--- src/rtl/fb_arbiter_pkg.sv ---
// Shared definitions for the framebuffer arbiter: swap-state encoding and
// the log2 constant function used to size counters and pointers.
package fb_arbiter_pkg;

  typedef enum logic {
    SW_IDLE = 1'b0,
    SW_PEND = 1'b1
  } sw_state_t;

  // Ceiling log2 with a floor of 1 so single-entry pointers still get a bit.
  function automatic int log2(input int value);
    int r;
    r = 1;
    while ((1 << r) < value) r++;
    return r;
  endfunction

endpackage

--- src/rtl/rr_arbiter.sv ---
// Round-robin arbiter: grants the first asserted request after `last`,
// wrapping modulo n_writers. Purely combinational; caller owns `last`.
module rr_arbiter
  import fb_arbiter_pkg::*;
#(
  parameter int n_writers = 2,
  parameter int ptr_w     = log2(n_writers)
) (
  input  logic [n_writers-1:0] req,
  input  logic [ptr_w-1:0]     last,
  input  logic                 enable,
  output logic [n_writers-1:0] gnt,
  output logic [ptr_w-1:0]     idx
);

  logic             found;
  logic [ptr_w-1:0] cand;

  always_comb begin
    gnt   = '0;
    idx   = '0;
    found = 1'b0;
    cand  = '0;
    for (int k = 1; k <= n_writers; k++) begin
      cand = ptr_w'((int'(last) + k) % n_writers);
      if (enable && !found && req[cand]) begin
        found     = 1'b1;
        gnt[cand] = 1'b1;
        idx       = cand;
      end
    end
  end

endmodule

--- src/rtl/fb_arbiter.sv ---
// Framebuffer arbiter: one grant per cycle between the display read port and
// the drawing writers, plus a front/back buffer swap aligned to refresh.
module fb_arbiter
  import fb_arbiter_pkg::*;
#(
  parameter int addr_width = 19,
  parameter int data_width = 24,
  parameter int n_writers  = 2,
  parameter int mem_lat    = 1,
  parameter int max_starve = 15
) (
  input  logic                            clk,
  input  logic                            reset,
  input  logic                            refresh,
  input  logic                            disp_req,
  input  logic [addr_width-1:0]           disp_addr,
  output logic                            disp_gnt,
  output logic [data_width-1:0]           disp_rdata,
  output logic                            disp_rvalid,
  input  logic [n_writers-1:0]            wr_req,
  input  logic [n_writers*addr_width-1:0] wr_addr,
  input  logic [n_writers*data_width-1:0] wr_data,
  output logic [n_writers-1:0]            wr_gnt,
  input  logic                            swap_req,
  output logic                            swap_ack,
  output logic                            front_sel,
  output logic                            dbg_swap_state,
  output logic                            mem_en,
  output logic                            mem_we,
  output logic [addr_width:0]             mem_addr,
  output logic [data_width-1:0]           mem_wdata,
  input  logic [data_width-1:0]           mem_rdata
);

  localparam int ptr_w = log2(n_writers);
  localparam int cnt_w = log2(max_starve + 1);
  localparam logic [ptr_w-1:0] last_init = ptr_w'(n_writers - 1);

  sw_state_t        sw_state;
  logic             refresh_q;
  logic             refresh_rise;
  logic [cnt_w-1:0] starve_cnt;
  logic [ptr_w-1:0] last;
  logic [ptr_w-1:0] wr_idx;
  logic             any_wr;
  logic             force_wr;
  logic             wr_enable;
  logic             wr_any_gnt;
  logic [mem_lat:0] rd_pipe;

  // Handshake: a requester holds req (and its addr/data) until the cycle its
  // gnt is high; gnt is a same-cycle combinational accept, at most one per cycle.
  assign any_wr    = |wr_req;
  assign force_wr  = any_wr && (starve_cnt == cnt_w'(max_starve));
  assign disp_gnt  = !reset && disp_req && !force_wr;
  assign wr_enable = !reset && any_wr && (!disp_req || force_wr);

  rr_arbiter #(.n_writers(n_writers), .ptr_w(ptr_w)) u_rr (
    .req    (wr_req),
    .last   (last),
    .enable (wr_enable),
    .gnt    (wr_gnt),
    .idx    (wr_idx)
  );

  assign wr_any_gnt = |wr_gnt;

  always_ff @(posedge clk) begin
    if (reset) begin
      starve_cnt <= '0;
      last       <= last_init;
    end else begin
      if (wr_any_gnt) last <= wr_idx;
      if (wr_any_gnt || !any_wr)
        starve_cnt <= '0;
      else if (disp_gnt && starve_cnt != cnt_w'(max_starve))
        starve_cnt <= starve_cnt + 1'b1;
    end
  end

  // Writes target the back buffer as seen in the grant cycle, so a write
  // granted alongside a swap still lands in the pre-swap back buffer.
  always_ff @(posedge clk) begin
    if (reset) begin
      mem_en    <= 1'b0;
      mem_we    <= 1'b0;
      mem_addr  <= '0;
      mem_wdata <= '0;
    end else begin
      mem_en <= disp_gnt || wr_any_gnt;
      mem_we <= wr_any_gnt;
      if (disp_gnt) begin
        mem_addr <= {front_sel, disp_addr};
      end else if (wr_any_gnt) begin
        mem_addr  <= {~front_sel, wr_addr[wr_idx*addr_width +: addr_width]};
        mem_wdata <= wr_data[wr_idx*data_width +: data_width];
      end
    end
  end

  always_ff @(posedge clk) begin
    if (reset) begin
      rd_pipe <= '0;
    end else begin
      rd_pipe[0] <= disp_gnt;
      for (int k = mem_lat; k > 0; k--) rd_pipe[k] <= rd_pipe[k-1];
    end
  end

  assign disp_rvalid = rd_pipe[mem_lat];
  assign disp_rdata  = mem_rdata;

  // Only a rising edge of refresh counts, so a stretched pulse swaps once.
  assign refresh_rise = refresh && !refresh_q;

  always_ff @(posedge clk) begin
    if (reset) begin
      sw_state  <= SW_IDLE;
      front_sel <= 1'b0;
      swap_ack  <= 1'b0;
      refresh_q <= 1'b0;
    end else begin
      refresh_q <= refresh;
      swap_ack  <= 1'b0;
      case (sw_state)
        SW_IDLE: begin
          if (swap_req && refresh_rise) begin
            front_sel <= ~front_sel;
            swap_ack  <= 1'b1;
          end else if (swap_req) begin
            sw_state <= SW_PEND;
          end
        end
        SW_PEND: begin
          if (refresh_rise) begin
            front_sel <= ~front_sel;
            swap_ack  <= 1'b1;
            sw_state  <= SW_IDLE;
          end
        end
      endcase
    end
  end

  assign dbg_swap_state = sw_state;

endmodule

--- config.mk ---
export PLATFORM = sky130hd
export DESIGN_NAME = fb_arbiter
export DESIGN_NICKNAME = d
export VERILOG_FILES = /design/src/rtl/fb_arbiter_pkg.sv /design/src/rtl/rr_arbiter.sv /design/src/rtl/fb_arbiter.sv
export SDC_FILE = /design/constraint.sdc
export NUM_CORES = 1
export LEC_CHECK = 0
export CELL_PAD_IN_SITES_DETAIL_PLACEMENT = 0
export CELL_PAD_IN_SITES_GLOBAL_PLACEMENT = 1
export CORE_AREA = 10 10 121 134
export CTS_CLUSTER_SIZE = 8
export DETAILED_ROUTE_END_ITERATION = 10
export DIE_AREA = 0 0 131 144
export GPL_TIMING_DRIVEN = 0
export PLACE_DENSITY_LB_ADDON = 0.1
export SLEW_MARGIN = 20
export SYNTH_ARGS = -nofsm -noshare
export SYNTH_HDL_FRONTEND = slang
export SYNTH_SLANG_ARGS = --single-unit
--- constraint.sdc ---
create_clock -name clk -period 1.46 [get_ports clk]
set_input_delay 0.146 -clock clk [delete_from_list [all_inputs] [get_ports clk]]
set_output_delay 0.146 -clock clk [all_outputs]
set_load 0.02 [all_outputs]
==> metrics <==
status finished with violations; failing checks negative setup slack; vias in the first global route 3268; Post-Route Skew 0.00850 ns; number of max-cap violations 0; Slowest Stage Delay on Critical Path 0.35 ns; Fill cells 1381; initial DRC count 97; combined buffer and inverter count along the critical path 2; RSZ-0062 raised after global routing true; min Tclk post-route 1.78 ns; hold_buf cts 0; Vias/cell 4.22; Final Cycle Share 122%; initial antenna violation count 2; Syn Area/Cell 9.43 um^2; LEAKAGE 2.51 nW; final setup fails 47; Power Density 891 nW/um^2; first-pass GRT wire length 17.9 mm; dpl cells 668; Routed Antenna Nets 0; chip width 131 um; largest cells by area after synthesis dfxtp_1 41%, mux2i_1 8.7%, a22oi_1 8.7%, buf_4 7.1%, nand3b_1 6.8%; Final nets 644; height of the die 144 um; synthesized instance count 293; synthesized flop and latch total 57; CTS max path bufs 2; sequential share of the synthesized area 41.3%; total core area 13600 um^2; Clock Sinks 57; max-slew violation count 0; synth warn 0; Routed Wire Length 12.1 mm; Skew-Pair Late Insertion Delay 0.32 ns; synthesized area 2760 um^2; Main synth FF type dfxtp_1; maximum VDD drop 0.548 mV; Worst Setup End Kind output port; global route overflow 0; Die ar. 18900 um^2; Rows 45; commonest cells after routing, fill and taps aside 153 x clkdlybuf4s50_1, 54 x dfxtp_1, 38 x buf_4; hold crit path type input pin to register; CTS clk-pin slew, worst paths 0.05 ns; CTS H-Tree Depth 3; CTS tree built; Setup TNS Final -4.61 ns; Post-Syn Nets 430; Data required, critical path 1.31 ns; slowest stage cell, crit path dfxtp_2; commonest non-fill, non-tap cell in the layout clkdlybuf4s50_1; Area Growth Syn to Fin 101%; CP Launch Type register; CP most frequent cell buf_6; crit-path cells ha_4, nand3_4, a211oi_4, buf_6, nor2b_4, buf_6; Setup WS post-layout -0.316 ns; Max FO, Critical Path 4; worst rel slew slack 58.6%; fmax 563 MHz; Hold Vio Cnt, Final 0; EDFF count, synth 0; Yosys top cell area share 41.3%; Synth cell types 41; boundary pin count 213; Routed WL per cell 17.3 um; GRT Overall Usage 12.4%; number of remaining DRC errors 0; estimated wirelength of the detail-placed design 9.45 mm; I/O Buffers 187; CP Class register to output port; Top delay family on crit path flip-flops; Root Driver clkbuf_16; Synth async-reset ratio 0%; worst slew pin tran 0.622 ns; share of layout cells above drive strength 1 19.0%; top cell type by total area after synthesis dfxtp_1; CP Data Arrival Time 1.63 ns; Final Non-Filler Cells 700; Pre-antenna DRT Iters 4; via count 2953; Num CTS Buffers 9; global placement routability congestion 0.727; Initial Utilization 20.4%; largest net degree at the start of global routing 11
[final cells by class]
| class | count | area [um^2] | share of cell area [%] |
|---|---|---|---|
| multi-input cells | 185 | 1410 | 25.2 |
| repair buffers | 204 | 2080 | 37.4 |
| plain buffers | 44 | 412 | 7.39 |
| flip-flops and latches | 57 | 1140 | 20.6 |
| clock buffers | 12 | 246 | 4.43 |
| inverters | 6 | 22.5 | 0.405 |
| clock inverters | 3 | 17.5 | 0.315 |
| well taps | 188 | 235 | 4.23 |
| diodes | 1 | 2.50 | 0.0450 |
[cell families (layout without fill, tap and decap cells)]
family	Yosys count	after routing	synth area share (%)
compound gates	98	98	23.3
simple gates	61	61	14.4
flops	57	57	41.3
buf+inv	51	269	11.5
mux	24	24	8.70
fa+ha+maj	1	1	0.453
xor+xnor	1	1	0.317
other cells	0	1	0
[per-layer routing]
metal	track usage, %	up-vias	share of wire [%]
met5	0	-	0
met1	13.8	1331	41
met3	6.99	8	13
li1	-	1474	-
met4	4.22	0	0.89
met2	19.3	140	45
[synthesized netlist by cell type (3+ instances only)]
cell,count
clkbuf_1,12
buf_4,26
nand3b_1,25
nand2_1,5
mux2i_1,24
o21ai_0,24
nand3_1,4
nor2_1,6
a21o_1,6
buf_2,4
a21oi_1,20
dfxtp_1,57
inv_1,6
o21ai_1,6
nor2b_1,5
nor3_1,4
a22oi_1,32
buf_6,3
[tightest hold or removal path: stages]
cell	delay [ns]
buf_4	0.16
inv_1	0.11
nor3_1	0.07
[stage by stage]
stage | instance area [um^2] | util [%] | power [W] | hold WS (ns) | setup WS (ns)
finish | 5570 | 41.0 | 0.00496 | 0.219 | -0.316
global route | 5560 | 41.0 | 0.00522 | 0.230 | -0.384
CTS | 5380 | 39.7 | 0.00503 | 0.211 | -0.389
detailed placement | 4900 | 36.1 | 0.00305 | 0.424 | -1.11
global placement | 4900 | 36.1 | 0.00305 | 0.425 | -1.13
floorplan | 2800 | - | 0.00234 | 0.274 | -0.0324
[timing repair]
action / CTS / global route
resized for setup: 64 / 43
buffers inserted: 10 / 8
pin swaps: 10 / 8
setup endpoints to repair: 56 / 71
[sequential cells by signal, indices dropped and copies added, names as in the netlist]
register        cells
front_sel           1
last                1
dbg_swap_state      1
mem_we              1
mem_en              1
refresh_q           1
mem_wdata          24
swap_ack            1
mem_addr           20
starve_cnt          4
rd_pipe             2
[report_power, final]
| part | leakage, nW | total [W] | switching, W | internal (W) |
|---|---|---|---|---|
| Clock | 0.128 | 0.00187 | 0.000697 | 0.00118 |
| Combinational | 1.91 | 0.00135 | 0.000573 | 0.000778 |
| Sequential | 0.471 | 0.00173 | 0.0000592 | 0.00168 |
| Total | 2.51 | 0.00496 | 0.00133 | 0.00363 |
[worst paths after layout]
kind                                 endpoint  slack [ns]           from  depth (start not counted)
worst max-delay path                wr_gnt[1]       -0.32  starve_cnt[1]                          6
worst min-delay path            starve_cnt[2]        0.22       disp_req                          3
worst max register to register   mem_addr[15]       -0.25  starve_cnt[1]                          8
worst min register to register     rd_pipe[1]        0.43     rd_pipe[0]                          1
Note: power is estimated with default switching activity, not from simulation.
